[src/rtl/floor_req_pkg.sv]
// Shared types and width helpers for the floor call register and scheduler.
// Provides FLOOR_W/CNT_W helpers, a floor index type and the request bundle.
package floor_req_pkg;

    localparam int FLOORS_DEF = 8;

    // Width of a floor index; never narrower than one bit.
    function automatic int floor_w(input int floors);
        return (floors < 2) ? 1 : $clog2(floors);
    endfunction

    // Width able to hold a count of all 3*floors-2 request bits.
    function automatic int cnt_w(input int floors);
        return $clog2(3 * floors - 1);
    endfunction

    typedef logic [floor_w(FLOORS_DEF)-1:0] floor_idx_t;

    // Hall-up has no top bit, hall-down has no bottom bit.
    typedef struct packed {
        logic [FLOORS_DEF-1:0] cab;
        logic [FLOORS_DEF-2:0] up;
        logic [FLOORS_DEF-1:1] dn;
    } req_vec_t;

endpackage

[src/rtl/floor_request_latch_debounce.sv]
// btn_debounce: 2-FF synchroniser plus tick-sampled debouncer for one button.
// Ports: clk, reset (sync, active-high), tick, raw -> level, press (1-cycle rise).
module btn_debounce
    import floor_req_pkg::*;
#(
    parameter int DEB_SAMPLES = 3
) (
    input  logic clk,
    input  logic reset,
    input  logic tick,
    input  logic raw,
    output logic level,
    output logic press
);

    localparam int RUN_W = $clog2(DEB_SAMPLES);
    localparam logic [RUN_W-1:0] RUN_LAST = RUN_W'(DEB_SAMPLES - 1);

    logic             sync_a;
    logic             sync_b;
    logic [RUN_W-1:0] run;
    logic             differ;
    logic             flip;

    assign differ = sync_b != level;
    // Last agreeing sample of a full run: the debounced level flips now.
    assign flip   = tick && differ && (run == RUN_LAST);

    always_ff @(posedge clk) begin
        if (reset) begin
            sync_a <= 1'b0;
            sync_b <= 1'b0;
            run    <= '0;
            level  <= 1'b0;
            press  <= 1'b0;
        end else begin
            sync_a <= raw;
            sync_b <= sync_a;
            press  <= flip && sync_b;
            if (tick) begin
                if (!differ) begin
                    run <= '0;
                end else if (run == RUN_LAST) begin
                    run   <= '0;
                    level <= sync_b;
                end else begin
                    run <= run + 1'b1;
                end
            end
        end
    end

endmodule

[src/rtl/floor_request_latch.sv]
// floor_request_latch: debounced cabin/hall call register with floor summaries.
// Ports: btn_*/clr_* in, cur_floor in; req_* out, req_here/above/below,
// pending_cnt. Macro FLOOR_REQ_CANCEL_EN: second cabin press cancels the call.
module floor_request_latch
    import floor_req_pkg::*;
#(
    parameter int FLOORS      = 8,
    parameter int DEB_CYCLES  = 1000,
    parameter int DEB_SAMPLES = 3
) (
    input  logic                        clk,
    input  logic                        reset,
    input  logic [FLOORS-1:0]           btn_cab,
    input  logic [FLOORS-2:0]           btn_up,
    input  logic [FLOORS-1:1]           btn_dn,
    input  logic [FLOORS-1:0]           clr_cab,
    input  logic [FLOORS-2:0]           clr_up,
    input  logic [FLOORS-1:1]           clr_dn,
    input  logic [floor_w(FLOORS)-1:0]  cur_floor,
    output logic [FLOORS-1:0]           req_cab,
    output logic [FLOORS-2:0]           req_up,
    output logic [FLOORS-1:1]           req_dn,
    output logic                        req_here,
    output logic                        req_above,
    output logic                        req_below,
    output logic [cnt_w(FLOORS)-1:0]    pending_cnt
);

    localparam int CNT_W  = cnt_w(FLOORS);
    localparam int TICK_W = $clog2(DEB_CYCLES);

    // Shared debounce sample tick.
    logic [TICK_W-1:0] tick_cnt;
    logic              tick;

    assign tick = tick_cnt == TICK_W'(DEB_CYCLES - 1);

    always_ff @(posedge clk) begin
        if (reset) begin
            tick_cnt <= '0;
        end else if (tick) begin
            tick_cnt <= '0;
        end else begin
            tick_cnt <= tick_cnt + 1'b1;
        end
    end

    logic [FLOORS-1:0] lvl_cab;
    logic [FLOORS-1:0] prs_cab;
    logic [FLOORS-2:0] lvl_up;
    logic [FLOORS-2:0] prs_up;
    logic [FLOORS-1:1] lvl_dn;
    logic [FLOORS-1:1] prs_dn;

    genvar g;
    for (g = 0; g < FLOORS; g++) begin : g_cab
        btn_debounce #(.DEB_SAMPLES(DEB_SAMPLES)) u_deb (
            .clk   (clk),
            .reset (reset),
            .tick  (tick),
            .raw   (btn_cab[g]),
            .level (lvl_cab[g]),
            .press (prs_cab[g])
        );
    end

    for (g = 0; g < FLOORS - 1; g++) begin : g_up
        btn_debounce #(.DEB_SAMPLES(DEB_SAMPLES)) u_deb (
            .clk   (clk),
            .reset (reset),
            .tick  (tick),
            .raw   (btn_up[g]),
            .level (lvl_up[g]),
            .press (prs_up[g])
        );
    end

    for (g = 1; g < FLOORS; g++) begin : g_dn
        btn_debounce #(.DEB_SAMPLES(DEB_SAMPLES)) u_deb (
            .clk   (clk),
            .reset (reset),
            .tick  (tick),
            .raw   (btn_dn[g]),
            .level (lvl_dn[g]),
            .press (prs_dn[g])
        );
    end

    // A press pulse always coincides with a high debounced level.
    logic [FLOORS-1:0] set_cab;
    logic [FLOORS-2:0] set_up;
    logic [FLOORS-1:1] set_dn;

    assign set_cab = prs_cab & lvl_cab;
    assign set_up  = prs_up & lvl_up;
    assign set_dn  = prs_dn & lvl_dn;

    // Clear has priority over a same-cycle press.
    always_ff @(posedge clk) begin
        if (reset) begin
            req_cab <= '0;
            req_up  <= '0;
            req_dn  <= '0;
        end else begin
            for (int f = 0; f < FLOORS; f++) begin
                if (clr_cab[f]) begin
                    req_cab[f] <= 1'b0;
                end else if (set_cab[f]) begin
`ifdef FLOOR_REQ_CANCEL_EN
                    req_cab[f] <= ~req_cab[f];
`else
                    req_cab[f] <= 1'b1;
`endif
                end
            end
            for (int f = 0; f < FLOORS - 1; f++) begin
                if (clr_up[f]) begin
                    req_up[f] <= 1'b0;
                end else if (set_up[f]) begin
                    req_up[f] <= 1'b1;
                end
            end
            for (int f = 1; f < FLOORS; f++) begin
                if (clr_dn[f]) begin
                    req_dn[f] <= 1'b0;
                end else if (set_dn[f]) begin
                    req_dn[f] <= 1'b1;
                end
            end
        end
    end

    // Per-floor OR; missing hall bits at the ends read as 0.
    logic [FLOORS-1:0] any_req;

    assign any_req = req_cab | {1'b0, req_up} | {req_dn, 1'b0};

    logic             here_d;
    logic             above_d;
    logic             below_d;
    logic [CNT_W-1:0] cnt_d;
    int               cf;

    always_comb begin
        here_d  = 1'b0;
        above_d = 1'b0;
        below_d = 1'b0;
        cnt_d   = '0;
        cf      = int'(cur_floor);
        if (cf < FLOORS) begin
            for (int f = 0; f < FLOORS; f++) begin
                if (f == cf) begin
                    here_d = here_d | any_req[f];
                end else if (f > cf) begin
                    above_d = above_d | any_req[f];
                end else begin
                    below_d = below_d | any_req[f];
                end
            end
        end
        for (int f = 0; f < FLOORS; f++) begin
            cnt_d = cnt_d + CNT_W'(req_cab[f]);
        end
        for (int f = 0; f < FLOORS - 1; f++) begin
            cnt_d = cnt_d + CNT_W'(req_up[f]);
        end
        for (int f = 1; f < FLOORS; f++) begin
            cnt_d = cnt_d + CNT_W'(req_dn[f]);
        end
    end

    always_ff @(posedge clk) begin
        if (reset) begin
            req_here    <= 1'b0;
            req_above   <= 1'b0;
            req_below   <= 1'b0;
            pending_cnt <= '0;
        end else begin
            req_here    <= here_d;
            req_above   <= above_d;
            req_below   <= below_d;
            pending_cnt <= cnt_d;
        end
    end

endmodule

[config.mk]
export PLATFORM = sky130hd
export DESIGN_NAME = floor_request_latch
export DESIGN_NICKNAME = d
export VERILOG_FILES = /design/src/rtl/floor_req_pkg.sv /design/src/rtl/floor_request_latch_debounce.sv /design/src/rtl/floor_request_latch.sv
export SDC_FILE = /design/constraint.sdc
export NUM_CORES = 1
export LEC_CHECK = 0
export ABC_AREA = 1
export CORE_UTILIZATION = 30
export CTS_CLUSTER_DIAMETER = 120
export CTS_CLUSTER_SIZE = 28
export DETAILED_ROUTE_END_ITERATION = 7
export HOLD_SLACK_MARGIN = 0.06
export SYNTH_ARGS = -nofsm -noshare
export SYNTH_HDL_FRONTEND = slang
export SYNTH_HIERARCHICAL = 1
export SYNTH_SLANG_ARGS = --single-unit
[constraint.sdc]
create_clock -name clk -period 4.85 [get_ports clk]
set_input_delay 1.455 -clock clk [delete_from_list [all_inputs] [get_ports clk]]
set_output_delay 1.455 -clock clk [all_outputs]
set_load 0.05 [all_outputs]
==> results of run 1 <==
## routing by layer
metal	wire length, µm	track usage [%]	vias to the layer above
met2	6750	20.6	79
met4	84	3.65	0
li1	-	-	3163
met1	7320	16.4	2578
met5	0	0	-
met3	885	5.34	6
## layout make-up
class                   instances  area (µm²)  area share (%)
inverters                     176         661            7.27
clock inverters                14         183            2.01
repair buffers                 82         821            9.03
multi-input cells             592        3150            34.7
flip-flops and latches        172        3440            37.9
well taps                     319         399            4.39
clock buffers                  18         429            4.72
## cell usage after synthesis (2+ instances only)
| cell type | instances | area (µm²) |
|---|---|---|
| nand4_1 | 26 | 163 |
| nor3_1 | 27 | 135 |
| nand2_1 | 190 | 713 |
| inv_1 | 174 | 653 |
| ha_1 | 8 | 100 |
| inv_2 | 2 | 7.51 |
| a21oi_2 | 24 | 210 |
| or2_1 | 22 | 138 |
| or3_1 | 22 | 138 |
| a21oi_1 | 77 | 385 |
| nand3_1 | 30 | 150 |
| nor2_1 | 107 | 402 |
| clkbuf_1 | 2 | 7.51 |
| or2_0 | 2 | 12.5 |
| fa_1 | 15 | 300 |
| dfxtp_1 | 172 | 3440 |
| o21bai_1 | 22 | 165 |
| o21ai_0 | 11 | 55.1 |
| nor3b_1 | 2 | 15.0 |
## metrics by stage
step / cell area, µm² / hold WS [ns] / setup WS (ns)
after detailed placement: 8480 / 0.393 / 0.832
final: 9090 / 0.399 / 0.840
after floorplan: 7270 / 0.388 / 0.721
after CTS: 9090 / 0.397 / 0.806
after global placement: 8480 / 0.390 / 0.912
after global routing: 9090 / 0.413 / 0.589
## registers in the layout, indices dropped and copies added, names as in the netlist, 5 cells and up
register / count
g_cab.u_deb/level: 8
g_cab.u_deb/press: 8
g_cab.u_deb/run: 16
g_cab.u_deb/sync_a: 8
g_cab.u_deb/sync_b: 8
g_dn.u_deb/level: 7
g_dn.u_deb/press: 7
g_dn.u_deb/run: 14
g_dn.u_deb/sync_a: 7
g_dn.u_deb/sync_b: 7
g_up.u_deb/level: 7
g_up.u_deb/press: 7
g_up.u_deb/run: 14
g_up.u_deb/sync_a: 7
g_up.u_deb/sync_b: 7
pending_cnt: 5
req_cab: 8
req_dn: 7
req_up: 7
tick_cnt: 10
## worst reg2reg max path, stage by stage, from the launching register on
cell	delay [ns]
dfxtp_1	0.35
fa_1	0.55
inv_1	0.06
fa_1	0.48
inv_1	0.05
fa_1	0.45
fa_1	0.51
inv_1	0.05
fa_1	0.42
inv_1	0.06
ha_1	0.16
inv_1	0.06
fa_1	0.40
o21ai_0	0.19
a21oi_1	0.09
nor2_1	0.08
## cell families (layout without fill, tap and decap cells)
kind of cell,Yosys count,count (layout),share of synthesized area (%)
AO/OA/AOI/OAI,136,136,11.6
XOR/XNOR,1,1,0.121
adder cells (fa/ha/maj),23,23,5.51
buffers and inverters,179,290,9.27
flip-flops,172,172,47.4
AND/OR/NAND/NOR,432,432,26.1
## worst paths after layout
check / end / slack, ns / depth (start not counted)
worst max-delay path: pending_cnt[4] / 0.84 / 15
worst min-delay path: g_dn[4].u_deb/sync_b / 0.40 / 2
worst max register to register: pending_cnt[4] / 0.84 / 15
worst min register to register: g_dn[4].u_deb/sync_b / 0.40 / 2
## placed cells by master (no fill, tap or decap), types with 8 or more instances in the layout
cell type        netlist  routed
a21oi_1               77      77
nor3_1                27      27
ha_1                   8       8
o21bai_1              22      22
nand4_1               26      26
or2_1                 22      22
fa_1                  15      15
nand2_1              190     190
o21ai_0               11      11
clkdlybuf4s50_1        0      77
or3_1                 22      22
inv_1                174     174
a21oi_2               24      24
nand3_1               30      30
dfxtp_1              172     172
clkbuf_16              0      17
nor2_1               107     106
## power groups by stage
| stage | logic (µW) | clock network [µW] | registers (µW) |
|---|---|---|---|
| 6_report | 108 | 1410 | 1440 |
| 4_1_cts | 111 | 1460 | 1440 |
| 5_1_grt | 122 | 1520 | 1440 |
| 3_3_place_gp | 111 | 0 | 1470 |
| 2_1_floorplan | 39.5 | 0 | 1470 |
| 3_5_place_dp | 111 | 0 | 1470 |
==> summary.md, run 1 <==
| Metric | Value |
|---|---|
| Clk slew on worst S/H paths | `0.07 ns` |
| Hold Crit Class | `flop to flop` |
| Antenna Nets Post-Route | `0` |
| P per Cell Area | `326 nW/µm²` |
| Sw Ratio | `22.1%` |
| Sequential element share of the synthesized area | `47.4%` |
| # setup viols final | `0` |
| Clock share of power | `47.7%` |
| Outcome | `finished, final reports clean` |
| Critical Path AT | `4.37 ns` |
| GR Util All Layers | `13.1%` |
| NetSw | `655 µW` |
| WP buf/inv | `5` |
| Setup_tns | `0 ns` |
| Post-synth EDFFs | `0` |
| Core area | `23,600 µm²` |
| Inst Count DP | `1,341` |
| DRC Markers | `0` |
| Post-Route WL | `15,000 µm` |
| Clock buffer depth | `2` |
| Max cap viols | `0` |
| Setup crit end kind | `flop` |
| Maximum vdd drop | `0.178 mV` |
| RSZ-0062 raised after global routing | `no` |
| Fmax | `249 MHz` |
| Row count | `56` |
| Cell mode on critical path | `fa_1` |
| CP max FO | `4` |
| Final worst clock skew | `0.0183 ns` |
| Fill count | `2,476` |
| Critical-path top delay cell | `fa_1` |
| CP max stage delay | `0.55 ns` |
| Chip width | `158 µm` |
| # IOs | `79` |
| CTS tree | `yes` |
| Final Hold Vio Count | `0` |
| Worst R2R Start | `req_up[3]` |
| FF+latch count, synth | `172` |
| Initial antenna violation count | `0` |
| Clk_lat worst skew | `0.44 ns` |
| Clk sinks | `172` |
| Post-CTS sizing | `0` |
| CP Data Required Time | `5.21 ns` |
| Vias | `5,826` |
| Seq pwr share | `48.7%` |
| Syn Inst Count | `943` |
| Non-filler cells in the finished layout | `1,373` |
| HPWL after DPL | `10,600 µm` |
| Die H | `158 µm` |
| Nets | `1,113` |
| Part of the cycle the worst path needs | `82.7%` |
| Leakage | `0.00381 µW` |
| Final global-route overflow total | `0` |
| Tightest Pin Transition | `0.652 ns` |
| Syn nets | `1,015` |
| Starting Density | `30.8%` |
| DR WL/cell | `10.9 µm` |
| Async SR Flop Fraction | `0%` |
| Critical Path Source | `req_up[3]` |
| First-pass iteration count of the detailed router | `4` |
| Tmin final | `4.01 ns` |
| Number of diodes | `0` |
| Vias per inst | `4.24` |
| Cell variety after synth | `27` |
| Yosys warns | `6` |
| GP Congestion | `0.793` |
| Hold Buf Count CTS | `0` |
| PortBufs | `78` |
| Final Util | `38.5%` |
| Die area | `24,800 µm²` |
| DRT iter0 DRCs | `275` |
| Crit Path Category | `flop to flop` |
| Worst setup SP type | `flop` |
| Share of total power in combinational logic | `3.7%` |
| Synth Cell Area | `7260 µm²` |
| Hold path start | `g_dn[4].u_deb/sync_a` |
| Max-slew violations | `0` |
| P_int | `2310 µW` |
| Max_slew headroom | `56.5%` |
| Avg Cell Area, Syn | `7.70 µm²` |
| Fraction of layout cells with a size suffix above 1 | `6.45%` |
| Critical path's top delay family | `adder cells` |
| Inserted Clock Buffers | `17` |
| Ys flop type | `dfxtp_1` |
| Pin count of the biggest net entering global routing | `81` |
| Layout area overhead | `25.2%` |
| First-pass GRT wire length | `25,300 µm` |
| Post-CTS Setup Bufs | `0` |
| Total power | `2960 µW` |
| H-tree Lvls | `4` |
| Vias in the first global route | `5,331` |
| Crit-path cells | `fa_1, inv_1, fa_1, inv_1, fa_1, fa_1, inv_1, fa_1, inv_1, ha_1, inv_1, fa_1, o21ai_0, a21oi_1, nor2_1` |
| Clk Tree Root Cell | `clkbuf_16` |
Power figures use the tool's default switching activity.
==> inputs of run 2 (changes only) <==
- clock period: 4.85 -> 3.6 ns (I/O delays scaled with it)
==> run 2 against run 1 <==
Net effect:
- first-iteration DRC count is 2.9% lower
- critical path type unchanged
- the run now ends with negative setup slack left
- combinational power is 35% higher
- die area stayed put
- register-to-register slack worse by 1.0 ns
==> summary.md, run 2 (synthesis results as in run 1) <==
| Metric | Value |
|---|---|
| Hold_ws | `0.401 ns` |
| Maximum vdd drop | `0.280 mV` |
| First-pass GRT wire length | `25,100 µm` |
| R2R cell count | `15` |
| H-tree Lvls | `4` |
| CP Data Required Time | `3.97 ns` |
| GP Congestion | `0.769` |
| Vias | `5,974` |
| CTS tree | `yes` |
| DR WL/cell | `11.0 µm` |
| # IOs | `79` |
| Antenna Nets Post-Route | `0` |
| Final Hold Vio Count | `0` |
| Clk sinks | `172` |
| Core area | `23,600 µm²` |
| HPWL after DPL | `10,900 µm` |
| Vias in the first global route | `5,345` |
| Final WS setup | `-0.205 ns` |
| PortBufs | `78` |
| Max_slew headroom | `56.6%` |
| First-pass iteration count of the detailed router | `4` |
| Fraction of layout cells with a size suffix above 1 | `9.72%` |
| Clock buffer depth | `2` |
| Initial antenna violation count | `0` |
| Most frequent cells in the layout | `nand2_1, inv_1, dfxtp_1` |
| Fmax | `263 MHz` |
| Clk slew on worst S/H paths | `0.06 ns` |
| Clk Tree Root Cell | `clkbuf_16` |
| Nets | `1,130` |
| Chip width | `158 µm` |
| Setup_tns | `-0.703 ns` |
| Setup crit end kind | `flop` |
| Failing checks | `negative setup slack` |
| Largest regs | `g_cab.u_deb/run x16, g_dn.u_deb/run x14, g_up.u_deb/run x14` |
| # setup viols final | `4` |
| Number of diodes | `0` |
| Max reg flops | `16` |
| Row count | `56` |
| Tightest Pin Transition | `0.651 ns` |
| Hold Crit Depth | `2` |
| Final worst clock skew | `0.00958 ns` |
| Register with the most flip-flops | `g_cab.u_deb/run` |
| GR Util All Layers | `13.0%` |
| RSZ-0062 raised after global routing | `yes` |
| Pin count of the biggest net entering global routing | `73` |
| Vias per inst | `4.30` |
| DRT iter0 DRCs | `267` |
| Leakage | `0.00387 µW` |
| Tmin final | `3.80 ns` |
| Hold Crit Class | `flop to flop` |
| Hold Buf Count CTS | `0` |
| Post-Route WL | `15,300 µm` |
| P per Cell Area | `413 nW/µm²` |
| Clk_lat worst skew | `0.43 ns` |
| Layout area overhead | `27.6%` |
| CP max FO | `3` |
| Die H | `158 µm` |
| Max-slew violations | `0` |
| DRC Markers | `0` |
| Max cap viols | `0` |
| Crit Path Category | `flop to flop` |
| Final global-route overflow total | `0` |
| Die area | `24,800 µm²` |
| Critical Path AT | `4.17 ns` |
| Part of the cycle the worst path needs | `106%` |
| Starting Density | `30.8%` |
| Outcome | `finished with violations` |
| Leading cell type in the layout, fill and taps excluded | `nand2_1` |
| Worst setup SP type | `flop` |
| Inserted Clock Buffers | `17` |
-- run 2: per-layer routing --
| layer | wire length, µm | global-route usage (%) | up-vias | part of all wire [%] |
|---|---|---|---|---|
| met5 | 0 | 0 | - | 0 |
| met4 | 133 | 4.30 | 0 | 0.87 |
| met3 | 617 | 3.70 | 12 | 4.0 |
| met2 | 6900 | 20.9 | 90 | 45 |
| met1 | 7670 | 16.8 | 2681 | 50 |
| li1 | - | - | 3191 | - |
-- run 2: critical path, stage by stage (launching register included) --
cell and delay, ns:
dfxtp_4 0.35, fa_1 0.53, inv_1 0.05, fa_1 0.49, inv_2 0.04, fa_2 0.53
fa_1 0.40, inv_1 0.07, fa_1 0.42, inv_2 0.08, ha_4 0.14, inv_2 0.04
fa_2 0.35, o21ai_2 0.13, a21oi_2 0.06, nor2_1 0.07
-- run 2: metrics by stage --
step / util, % / std cells / total power (µW) / worst slack (ns) / area (µm²)
2_1_floorplan: - / 943 / 2030 / -0.203 / 7310
3_3_place_gp: 36.6 / 1358 / 2130 / -0.203 / 8650
3_5_place_dp: 36.6 / 1358 / 2130 / -0.245 / 8650
4_1_cts: 39.1 / 1389 / 3890 / -0.222 / 9240
5_1_grt: 39.2 / 1389 / 3990 / -0.336 / 9270
6_report: 39.2 / 1389 / 3830 / -0.205 / 9270
-- run 2: worst paths after layout --
| check | start | to | slack (ns) |
|---|---|---|---|
| worst max-delay path | req_up[5] | pending_cnt[4] | -0.20 |
| worst min-delay path | g_cab[4].u_deb/sync_a | g_cab[4].u_deb/sync_b | 0.40 |
| worst max register to register | req_up[5] | pending_cnt[4] | -0.20 |
| worst min register to register | g_cab[4].u_deb/sync_a | g_cab[4].u_deb/sync_b | 0.40 |
-- run 2: timing repair --
item                       in CTS  in global routing
resized for setup               4                  6
setup endpoints to repair       4                  4
gates cloned                    0                  0
buffers inserted                0                  0
hold endpoints to repair        0                  0
pin swaps                       4                  2
-- run 2: cell type report --
type	instances	area [µm²]
clock inverter	7	55.1
fill	2428	14300
inverter	176	661
sequential	172	3480
tap	319	399
multi-input combinational	592	3210
timing repair buffer	99	952
clock buffer	24	514
-- run 2: power breakdown --
group	total [µW]	internal, µW	switching [µW]
Sequential	1940	1920	13.7
Clock	1750	1000	745
Combinational	146	72.7	73.6
